--- config.mk ---
export PLATFORM = sky130hd
export DESIGN_NAME = pool_ctrl
export DESIGN_NICKNAME = d
export VERILOG_FILES = /design/src/rtl/pool_ctrl.sv
export SDC_FILE = /design/constraint.sdc
export NUM_CORES = 1
export LEC_CHECK = 0
export ABC_AREA = 1
export CORE_MARGIN = 8
export CORE_UTILIZATION = 40
export CTS_CLUSTER_DIAMETER = 60
export DETAILED_ROUTE_END_ITERATION = 10
export PLACE_DENSITY = 0.69
export SYNTH_ARGS = -nofsm -noshare
export SYNTH_HDL_FRONTEND = slang
export SYNTH_SLANG_ARGS = --single-unit
--- constraint.sdc ---
create_clock -name clk -period 4.5 [get_ports clk]
set_input_delay 0.9 -clock clk [delete_from_list [all_inputs] [get_ports clk]]
set_output_delay 0.9 -clock clk [all_outputs]
set_load 0.03 [all_outputs]
--- src/rtl/pool_ctrl.sv ---
// pool_ctrl: sequencer for a KER_SIZE x KER_SIZE pooling layer over up to PAR_MAX
// parallel lanes. Each step reads KER_SIZE activation rows, waits one cycle for
// memory latency and writes one pooled row, with out_ready back-pressure.
// Optional feature: define POOL_CTRL_CYCLE_CNT_EN to build the busy-cycle counter;
// without it cycle_cnt is tied to zero.
module pool_ctrl #(
    parameter int KER_SIZE = 2,
    parameter int PAR_MAX  = 2,
    parameter int ADDR_W   = 5
) (
    input  logic                                clk,
    input  logic                                rst,
    input  logic                                start,
    input  logic [$clog2(PAR_MAX+1)-1:0]        cfg_par_num,
    input  logic [PAR_MAX-1:0][ADDR_W-1:0]      cfg_in_lo,
    input  logic [PAR_MAX-1:0][ADDR_W-1:0]      cfg_in_hi,
    input  logic [PAR_MAX-1:0][ADDR_W-1:0]      cfg_out_lo,
    output logic                                busy,
    output logic                                done,
    output logic                                act_rd_en,
    output logic [PAR_MAX-1:0][ADDR_W-1:0]      act_rd_addr,
    output logic [PAR_MAX-1:0]                  lane_en,
    output logic                                pool_clear,
    output logic                                pool_last,
    output logic                                out_wr_en,
    output logic [PAR_MAX-1:0][ADDR_W-1:0]      out_wr_addr,
    input  logic                                out_ready,
    output logic [15:0]                         cycle_cnt
);

    localparam int PN_W  = $clog2(PAR_MAX+1);
    localparam int CNT_W = ADDR_W + 1;               // a lane may span all 2^ADDR_W rows
    localparam int KW    = (KER_SIZE > 1) ? $clog2(KER_SIZE) : 1;
    localparam logic [CNT_W-1:0] KER_C  = CNT_W'(KER_SIZE);
    localparam logic [KW-1:0]    K_LAST = KW'(KER_SIZE - 1);
    localparam logic [PN_W-1:0]  PAR_C  = PN_W'(PAR_MAX);

    typedef enum logic [2:0] {
        ST_IDLE  = 3'd0,
        ST_READ  = 3'd1,
        ST_WAIT  = 3'd2,
        ST_WRITE = 3'd3,
        ST_DONE  = 3'd4
    } state_t;

    state_t                          state_r, state_s;
    logic [PN_W-1:0]                 par_num_s, par_num_r;
    logic [PAR_MAX-1:0][CNT_W-1:0]   steps_s, steps_r;
    logic [CNT_W-1:0]                total_s, total_r;
    logic [PAR_MAX-1:0][ADDR_W-1:0]  in_lo_r, out_lo_r;
    logic [CNT_W-1:0]                step_r, step_s;
    logic [KW-1:0]                   kidx_r, kidx_s;
    logic                            accept_s;

    assign accept_s = (state_r == ST_IDLE) && start;

    // Clamp the lane count and derive per-lane and overall step counts from the live cfg
    always_comb begin
        if (cfg_par_num == {PN_W{1'b0}}) begin
            par_num_s = PN_W'(1'b1);
        end else if (cfg_par_num > PAR_C) begin
            par_num_s = PAR_C;
        end else begin
            par_num_s = cfg_par_num;
        end
        total_s = {CNT_W{1'b0}};
        for (int i = 0; i < PAR_MAX; i++) begin
            if ((PN_W'(i) < par_num_s) && (cfg_in_hi[i] >= cfg_in_lo[i])) begin
                steps_s[i] = (CNT_W'(cfg_in_hi[i]) - CNT_W'(cfg_in_lo[i]) + CNT_W'(1'b1)) / KER_C;
            end else begin
                steps_s[i] = {CNT_W{1'b0}};
            end
            if (steps_s[i] > total_s) begin
                total_s = steps_s[i];
            end else begin
                total_s = total_s;
            end
        end
    end

    // Next-state and step/kernel-row counter logic
    always_comb begin
        state_s = state_r;
        step_s  = step_r;
        kidx_s  = kidx_r;
        case (state_r)
            ST_IDLE: begin
                if (start) begin
                    step_s  = {CNT_W{1'b0}};
                    kidx_s  = {KW{1'b0}};
                    state_s = (total_s == {CNT_W{1'b0}}) ? ST_DONE : ST_READ;
                end else begin
                    state_s = ST_IDLE;
                end
            end
            ST_READ: begin
                if (kidx_r == K_LAST) begin
                    kidx_s  = {KW{1'b0}};
                    state_s = ST_WAIT;
                end else begin
                    kidx_s  = kidx_r + KW'(1'b1);
                end
            end
            ST_WAIT: begin
                state_s = ST_WRITE;
            end
            ST_WRITE: begin
                if (out_ready) begin
                    if (step_r == total_r - CNT_W'(1'b1)) begin
                        state_s = ST_DONE;
                    end else begin
                        step_s  = step_r + CNT_W'(1'b1);
                        state_s = ST_READ;
                    end
                end else begin
                    state_s = ST_WRITE;
                end
            end
            ST_DONE: begin
                state_s = ST_IDLE;
            end
            default: begin
                state_s = ST_IDLE;
            end
        endcase
    end

    // State, counters and configuration registers; cfg is captured only on an accepted start
    always_ff @(posedge clk) begin
        if (rst) begin
            state_r   <= ST_IDLE;
            step_r    <= {CNT_W{1'b0}};
            kidx_r    <= {KW{1'b0}};
            par_num_r <= {PN_W{1'b0}};
            steps_r   <= '0;
            total_r   <= {CNT_W{1'b0}};
            in_lo_r   <= '0;
            out_lo_r  <= '0;
        end else begin
            state_r <= state_s;
            step_r  <= step_s;
            kidx_r  <= kidx_s;
            if (accept_s) begin
                par_num_r <= par_num_s;
                steps_r   <= steps_s;
                total_r   <= total_s;
                in_lo_r   <= cfg_in_lo;
                out_lo_r  <= cfg_out_lo;
            end else begin
                par_num_r <= par_num_r;
                steps_r   <= steps_r;
                total_r   <= total_r;
                in_lo_r   <= in_lo_r;
                out_lo_r  <= out_lo_r;
            end
        end
    end

    // Outputs decode from registered state only; rst forces them low even before the clock edge
    always_comb begin
        busy        = !rst && (state_r != ST_IDLE);
        done        = !rst && (state_r == ST_DONE);
        act_rd_en   = !rst && (state_r == ST_READ);
        out_wr_en   = !rst && (state_r == ST_WRITE);
        pool_clear  = act_rd_en && (kidx_r == {KW{1'b0}});
        pool_last   = act_rd_en && (kidx_r == K_LAST);
        lane_en     = '0;
        act_rd_addr = '0;
        out_wr_addr = '0;
        for (int i = 0; i < PAR_MAX; i++) begin
            lane_en[i] = (act_rd_en || out_wr_en) && (PN_W'(i) < par_num_r) && (step_r < steps_r[i]);
            if (act_rd_en && lane_en[i]) begin
                act_rd_addr[i] = in_lo_r[i] + ADDR_W'(step_r * KER_C) + ADDR_W'(kidx_r);
            end else begin
                act_rd_addr[i] = {ADDR_W{1'b0}};
            end
            if (out_wr_en && lane_en[i]) begin
                out_wr_addr[i] = out_lo_r[i] + ADDR_W'(step_r);
            end else begin
                out_wr_addr[i] = {ADDR_W{1'b0}};
            end
        end
    end

`ifdef POOL_CTRL_CYCLE_CNT_EN
    logic [15:0] cyc_r;

    // Busy-cycle counter: restarts on accepted start, saturates, holds once back in IDLE
    always_ff @(posedge clk) begin
        if (rst) begin
            cyc_r <= 16'h0000;
        end else if (accept_s) begin
            cyc_r <= 16'h0000;
        end else if ((state_r != ST_IDLE) && (cyc_r != 16'hFFFF)) begin
            cyc_r <= cyc_r + 16'h0001;
        end else begin
            cyc_r <= cyc_r;
        end
    end

    assign cycle_cnt = rst ? 16'h0000 : cyc_r;
`else
    assign cycle_cnt = 16'h0000;
`endif

endmodule

==> Word level (Yosys, flattened, before mapping) <==
Cells that the tools add are included.
{ "totals": {"register_bits": 50, "in_bits": 36, "out_inout_bits": 44, "elab_cells": 95} }
{ "classes": {"add_sub_neg": 13, "order_cmp": 11, "n_eq_ne": 9, "n_mux": 23, "bitwise_logic": 1, "n_reduce_logical": 27} }
{ "op_table": {"columns": ["op", "n"], "rows": [
  ["$mux W5", 6],
  ["$mux W6", 5],
  ["$add A5 B5 Y5", 4],
  ["$add A6 B1 Y6 const B", 3],
  ["$logic_and A1 B1 Y1", 17],
  ["$mux W3", 5],
  ["$lt A6 B6 Y1", 2],
  ["$pmux W3 S4", 1],
  ["$pmux W6 S2", 1],
  ["$sub A5 B5 Y6", 2],
  ["$add A5 B1 Y5", 2],
  ["$ge A5 B5 Y1", 2],
  ["$lt A1 B2 Y1 const A", 4],
  ["$ne A2 B2 Y1 const B", 4],
  ["$eq A3 B2 Y1 const B", 2],
  ["$eq A6 B6 Y1", 1],
  ["$gt A6 B1 Y1 const B", 1],
  ["$gt A6 B6 Y1", 1],
  ["$logic_not A6 Y1", 1],
  ["$sub A6 B1 Y6 const B", 1],
  ["$mux W2", 2],
  ["$reduce_and A4 Y1", 1],
  ["$reduce_bool A2 Y1", 2],
  ["$eq A3 B1 Y1 const B", 1],
  ["other kinds (12)", 13]
]} }

==> Logic depth before layout (Yosys ltp) <==
Gate-level depths: netlist of run 1.
{ "logic_depth": {"word_depth": 14, "mapped_depth": 25, "ltp_nobuf": 25} }

==> Worst setup path after synthesis of run 1 <==
Ideal clock, no wire load.
{ "synth_path": {"path_kind": "input to register", "from": "in cfg_in_lo[6] in the netlist's numbering", "to": "reg state_r[0]", "setup_ns": 0.113, "arrival_ns": 3.474, "t_required_ns": 4.387, "slack_ns": 0.913, "cell_stages": 22, "n_path_buf": 0, "cell_sequence": "inv_1 > ha_1 > inv_1 > ha_1 > fa_1 > nand3_1 > nand3_1 > nand2_1 > clkinv_1 > nand3_1 > inv_1 > ha_1 > inv_1 > o21bai_1 > o21ai_1 > nand2_1 > nand2_1 > nand3_1 > o21bai_1 > nand2_1 > nand2_1 > nand2_1"} }
{ "synth_lines": {"columns": ["item", "line", "text"], "rows": [
  ["start, declared", "15", "input logic [PAR_MAX-1:0][ADDR_W-1:0] cfg_in_lo,"],
  ["end signal, assigned", "140", "state_r <= state_s;"],
  ["end, declared", "46", "state_t state_r, state_s;"]
]} }

==> Worst setup path after layout of run 1 <==
{ "layout_path": {"from": "in cfg_in_lo[1] in the netlist's numbering", "to": "reg state_r[0]"} }
{ "layout_via": {"elab_chain_cells": 11, "word_cells_on_any_way": 13, "cone_classes": "add/sub: 2; order compare: 3; mux: 6; reduce/logical: 2"} }
{ "layout_lines": {"columns": ["item", "line", "text"], "rows": [
  ["$sub A5 B5 Y6 or $ge A5 B5 Y1 (tied branches)", "69, 68", null],
  ["$add A6 B1 Y6 or $logic_and A1 B1 Y1 (tied branches)", "69, 68", null],
  ["$mux W5 *", "68", "if ((PN_W'(i) < par_num_s) && (cfg_in_hi[i] >= cfg_in_lo[i])) begin"],
  ["$gt A6 B1 Y1", "73", "if (steps_s[i] > total_s) begin"],
  ["$mux W6 *", "73", null],
  ["$gt A6 B6 Y1", "73", null],
  ["$mux W6 *", "73", null],
  ["$logic_not A6 Y1 *", "91", "state_s = (total_s == {CNT_W{1'b0}}) ? ST_DONE : ST_READ;"],
  ["$mux W3 *", "91", null],
  ["$mux W3 *", "88", "if (start) begin"],
  ["$pmux W3 S4 *", "86", "case (state_r)"]
]} }
Every way passes the cells marked *; elsewhere a longest branch is shown, timed or not.
A chain may end at the register's enable or synchronous reset.

==> run summary, run 1 <==
Outcome - finished clean
Wirelength, routed - 9740 µm
WL per Instance - 13.2 µm
Final net count - 699
DRT Pass-1 Iters - 5
Grt total ovfl - 0
Crit path required time - 4710 ps
Mean Syn Cell Area - 7.27 µm²
Placeable Area - 9640 µm²
Port Buffers - 62
Die Ht - 115 µm
Crit start category - input pin
N_diodes - 0
CP max stage delay - 480 ps
Final Max Slew Viols - 0
Area of the multi-input gates - 2560 µm²
TritonCTS clock tree - yes
WHS - 478 ps
Vias/cell - 4.84
Rel. slew slack - 47.8%
Main synth FF type - dfxtp_1
Full die area - 13200 µm²
Synth-to-layout area growth - 21.8%
H-tree Lvls - 2
Max Cap Violations - 0
Layout cells sized above 1 - 9.78%
Max VDD drop - 0.000137 V
GRT Resource Usage Total - 15.1%
Clock-pin transition on the worst setup and hold timing paths - 90 ps
Largest net degree at the start of global routing - 29
Initial Util - 40.7%
Mapped Area - 3920 µm²
Crit Path Class - input pin to flop
Critical Path Slowest Stage Cell - clkdlybuf4s50_1
Num Clock Sinks - 47
Reg area - 941 µm²
Critical Path Fanout Max - 5
Share of synthesized flip-flops with an asynchronous set or reset - 0%
Slew @ Worst Pin - 781 ps
Critical path endpoint category - flop
Post-synth EDFFs - 0
Yosys cell types - 41
Mapped Cells - 540
Crit share post-route - 90.5%
ANT nets after route - 0
Routed vias - 3561
First-pass GRT wire length - 16400 µm
Clk Latency, worst-skew pair - 310 ps
Critical-path cell list - clkdlybuf4s50_1, inv_1, ha_1, inv_2, ha_1, fa_1, nand3_1, a21oi_1, nand3b_1, ha_4, inv_1, o21bai_2, nor2_1, nor2_2, nand2_1, nand2_1, nand3_1, o21bai_1, nand2_1, nand2_1, nand2_1
Top Metal Used - met4
Pwr Density - 358 nW/µm²
Area leader, netlist - dfxtp_1
Post-synth top area share - 24.0%
Metal-1 WL - 4430 µm
TritonCTS Buffers - 5
Root Driver - clkbuf_8
Sum Neg Setup Slack - 0 ps
Die width - 115 µm
Hold WC Path Type - flop to flop
DRC - 0
Top Ports - 80
Post-route minimum period - 4070 ps
Syn. warnings - 0
Met3 WL post-DR - 523 µm
Yosys reg bits - 47
Clk buf depth - 2
Largest cells by area after synthesis - dfxtp_1 24%, ha_1 17%, nand2_1 9.5%
Rows - 36
RSZ-0062 raised after global routing - no
Initial antenna violation count - 0
Register area share after synthesis - 24.0%
Critical path arrival - 4280 ps
Metal2 WL - 4660 µm
Final setup violation count - 0
Vias in the first global route - 3616
Leak - 2.20 nW
Clock skew - 6.79 ps
Final Hold Vio Count - 0
Fillers - 993
Gpl congestion - 0.828
Initial drt markers - 192
Most numerous cell on the critical path - nand2_1
F_max - 246 MHz
Hpwl dp - 7750 µm
## Yosys cell counts, types with 2 or more instances
cell type / n
nand2_2: 5
a21oi_1: 31
o22ai_1: 14
buf_2: 5
nand4_1: 8
nor3_1: 3
fa_1: 8
nor3b_2: 3
nand2_4: 2
dfxtp_1: 47
buf_4: 17
o21bai_1: 3
clkbuf_1: 5
xor2_1: 13
nand2_1: 99
nor2_2: 4
nand3b_1: 2
o21ai_0: 5
ha_1: 53
xnor2_1: 8
inv_2: 14
inv_1: 71
a21oi_2: 7
clkinv_1: 2
nand3_1: 46
o21ai_1: 11
nor2_1: 40
## cells in the final DEF, fill, tap and decap left out, types with 7 or more instances in the layout
cell / count
xnor2_1: 8
nand4_1: 8
inv_2: 14
conb_1: 16
inv_1: 71
dfxtp_1: 47
nand2_1: 99
clkdlybuf4s50_1: 61
xor2_1: 13
a21oi_1: 31
ha_1: 52
o21ai_1: 10
o22ai_1: 14
fa_1: 7
buf_4: 7
nand3_1: 46
a21oi_2: 7
nor2_1: 39
## cell families (layout without fill, tap and decap cells)
kind of cell,count (synthesis),count (layout),share of synthesized area (%)
AND/OR/NAND/NOR,218,218,25.7
buffers and inverters,115,163,12.8
AO/OA/AOI/OAI,76,76,11.3
adder cells (fa/ha/maj),61,61,21.0
flip-flops,47,47,24.0
XOR/XNOR,22,22,5.10
other,1,16,0.0956
## timing repair
item,4_1_cts,5_1_grt
setup buffers,0,1
setup endpoints to repair,0,1
hold buffers,0,0
gates resized for setup,0,5
## final timing paths
kind	start	end	slack [ps]	depth (start not counted)
max reg2reg	state_r[1]	total_r[2]	2540	7
max	cfg_in_lo[1]	state_r[0]	430	21
min	out_lo_r[7]	out_lo_r[7]	480	2
min reg2reg	out_lo_r[7]	out_lo_r[7]	480	2
## metal layers
| metal | global-route usage [%] | up-vias |
|---|---|---|
| li1 | - | 1842 |
| met1 | 17.9 | 1628 |
| met2 | 26.9 | 79 |
| met3 | 2.89 | 12 |
| met4 | 4.03 | 0 |
| met5 | 0 | - |
## sequential cells by signal, indices dropped and copies added, names as in the netlist
signal,flops
state_r,3
steps_r,10
par_num_r,2
in_lo_r,10
step_r,6
total_r,5
out_lo_r,10
kidx_r,1
## cell type report
class | count | share of cell area [%]
multi-input cells | 393 | 53.6
flip-flops and latches | 47 | 19.7
repair buffers | 68 | 13.9
inverters | 87 | 6.83
well taps | 133 | 3.48
clock buffers | 6 | 1.73
clock inverters | 2 | 0.811
## stage by stage
stage                     worst slack (ps)  power, mW  util [%]  std cells  area, µm²
after global routing                  19.9       1.86      49.6        736       4780
after global placement                 159       1.34      48.0        727       4630
final                                  427       1.71      49.6        736       4780
after floorplan                        913       1.18         -        555       3980
after CTS                              417       1.71      49.3        735       4750
after detailed placement              94.8       1.37      48.0        727       4630
## where the power goes
part	internal [mW]	leakage (nW)	switching [mW]
Sequential	0.491	0.384	0.0660
Clock	0.183	0.0618	0.151
Combinational	0.310	1.75	0.511
Total	0.983	2.20	0.727
## critical path: cells and delay by family
kind,cells,cell delay [ps]
AOI/OAI and AO/OA,3,380
adders and majority gates,4,1250
buffers and inverters,4,660
and+or+nand+nor,10,1070
Note: power is estimated with default switching activity, not from simulation.
==> run 2: changes to the inputs <==
- SLEW_MARGIN: default -> 25
==> results of run 2 <==
No change in the layout: final DEF, timing and power equal those of run 1.
==> run 3: changes to the inputs <==
- ABC_AREA: 1 -> default
==> run summary, run 3 <==
Placed insts - 669
Worst slack, placed - -9.09 ps
Layout cells sized above 1 - 4.60%
Slew @ Worst Pin - 677 ps
Most frequent cells in the layout - 68 x nand2_1, 61 x clkdlybuf4s50_1, 53 x a21oi_1, 53 x ha_1, 47 x dfxtp_1
Port Buffers - 62
Reg2Reg Depth - 6
Full die area - 13100 µm²
GRT Resource Usage Total - 14.9%
Critical path endpoint category - flop
Outcome - finished clean
Total power draw - 1.35 mW
Critical path arrival - 4460 ps
Mapped Cells - 488
Rel. slew slack - 54.8%
DRT Pass-1 Iters - 4
TritonCTS Buffers - 5
Crit Path Class - input pin to flop
Die width - 115 µm
CP max stage delay - 510 ps
Leak - 2.10 nW
Bufs and invs on worst path - 5
Post-CTS resize count - 0
F_max - 236 MHz
Share of synthesized flip-flops with an asynchronous set or reset - 0%
Clk buf depth - 2
CP top delay family - adder cells
Critical Path Source - cfg_in_lo[1]
Initial drt markers - 100
R2R Setup Slk - 2350 ps
Area leader, netlist - dfxtp_1
H-tree Lvls - 2
Top flop regs - in_lo_r x10, out_lo_r x10, steps_r x10
Mapped Area - 3890 µm²
RSZ-0062 raised after global routing - no
N_diodes - 0
Final net count - 640
Post-synth top area share - 24.2%
Root Driver - clkbuf_8
Mean Syn Cell Area - 7.98 µm²
Final Max Slew Viols - 0
Crit path required time - 4710 ps
Vias/cell - 5.06
Top Ports - 80
Final Hold Vio Count - 0
Yosys cell types - 48
Synth-to-layout area growth - 20.1%
Num Clock Sinks - 47
Stages on worst setup path - 18
Most common cell in the netlist - nand2_1
Die Ht - 115 µm
Fin util - 48.7%
Crit share post-route - 94.3%
Placeable Area - 9590 µm²
WHS - 461 ps
R2r endpoint - step_r[2]
Wirelength, routed - 9420 µm
Clock-pin transition on the worst setup and hold timing paths - 80 ps
Critical Path Fanout Max - 8
Clock skew - 5.82 ps
Hpwl dp - 7510 µm
Final setup violation count - 0
WL per Instance - 13.9 µm
Post-synth EDFFs - 0
Post-route minimum period - 4240 ps
Largest net degree at the start of global routing - 49
Largest cells by area after synthesis - dfxtp_1 24%, ha_1 17%, a21oi_1 6.8%
Yosys reg bits - 47
Register area share after synthesis - 24.2%
Grt total ovfl - 0
Pwr Density - 288 nW/µm²
Gpl congestion - 0.814
Placed Area - 4570 µm²
Hold WC Path Type - flop to flop
# hold bufs at CTS - 0
ANT nets after route - 0
Setup Fix Bufs, Post-CTS - 0
Commonest cells post-synth - 68 x nand2_1, 53 x a21oi_1, 53 x ha_1
Crit start category - input pin
First-pass GRT wire length - 16000 µm
Critical-path cell list - clkdlybuf4s50_1, inv_1, ha_1, inv_1, ha_1, fa_1, a21oi_1, o21bai_1, xor2_1, nor2_1, inv_1, ha_1, mux2i_1, a21oi_1, buf_4, a21oi_1, a21o_1, a211oi_1
Worst Slack Setup Final - 256 ps
Post-route cell area - 4680 µm²
Critical Path Slowest Stage Cell - clkdlybuf4s50_1
FF-to-FF Start - state_r[0]
Most common cell after layout, fill and taps aside - nand2_1
Final Instance Count excl. Fillers - 677
Fillers - 974
Rows - 36
TritonCTS clock tree - yes
CP endpoint - total_r[0]
Vias in the first global route - 3403
DRC - 0
Initial Util - 40.6%
Sum Neg Setup Slack - 0 ps
Initial antenna violation count - 0
Syn. warnings - 0
Clk Latency, worst-skew pair - 300 ps
Routed vias - 3424
Main synth FF type - dfxtp_1
Max Cap Violations - 0
Max VDD drop - 0.000140 V
==> run 3: cell families (layout without fill, tap and decap cells) <==
family | count (synthesis) | in the layout | synth area share, %
AO/OA/AOI/OAI | 103 | 103 | 17.1
XOR/XNOR | 27 | 27 | 6.08
adder cells (fa/ha/maj) | 61 | 61 | 21.2
buffers and inverters | 74 | 115 | 9.19
flip-flops | 47 | 47 | 24.2
multiplexers | 7 | 7 | 1.90
other | 1 | 16 | 0.0963
AND/OR/NAND/NOR | 168 | 168 | 20.3
==> run 3: worst min-delay path by stage <==
stage	start	end	slack [ps]	cells after the start
after floorplan	steps_r[10]	steps_r[10]	440	2
after CTS	steps_r[8]	steps_r[8]	460	2
after global placement	steps_r[3]	steps_r[3]	440	2
after detailed placement	steps_r[8]	steps_r[8]	450	2
after global routing	out_lo_r[2]	out_lo_r[2]	490	2
final	steps_r[1]	steps_r[1]	460	2
==> run 3: area by class of cell <==
cell class,count,area [µm²],area share [%]
Timing Repair Buffer,70,676,14.5
Clock buffer,7,96.3,2.06
Tap cell,133,166,3.56
Sequential cell,47,941,20.1
Inverter,37,139,2.97
Clock inverter,1,7.51,0.161
Multi-Input combinational cell,382,2650,56.7
==> run 3: power by group <==
| group | switching, mW | internal (mW) |
|---|---|---|
| combinational | 0.320 | 0.235 |
| clock | 0.142 | 0.140 |
| sequential | 0.0472 | 0.463 |
==> run 3: per-layer routing <==
metal	track usage, %	vias up	part of all wire [%]
li1	-	1742	-
met1	17.7	1603	44
met2	26.8	72	50
met3	2.37	7	4.6
met4	4.53	0	1.5
met5	0	-	0
==> run 3: worst reg2reg max path, cell delays in order (launching register included) <==
cell and delay [ps]:
dfxtp_1 400, or3b_4 460, nor2_4 390, nor2_1 150, a31oi_4 320, a21oi_1 110, a31o_2 210
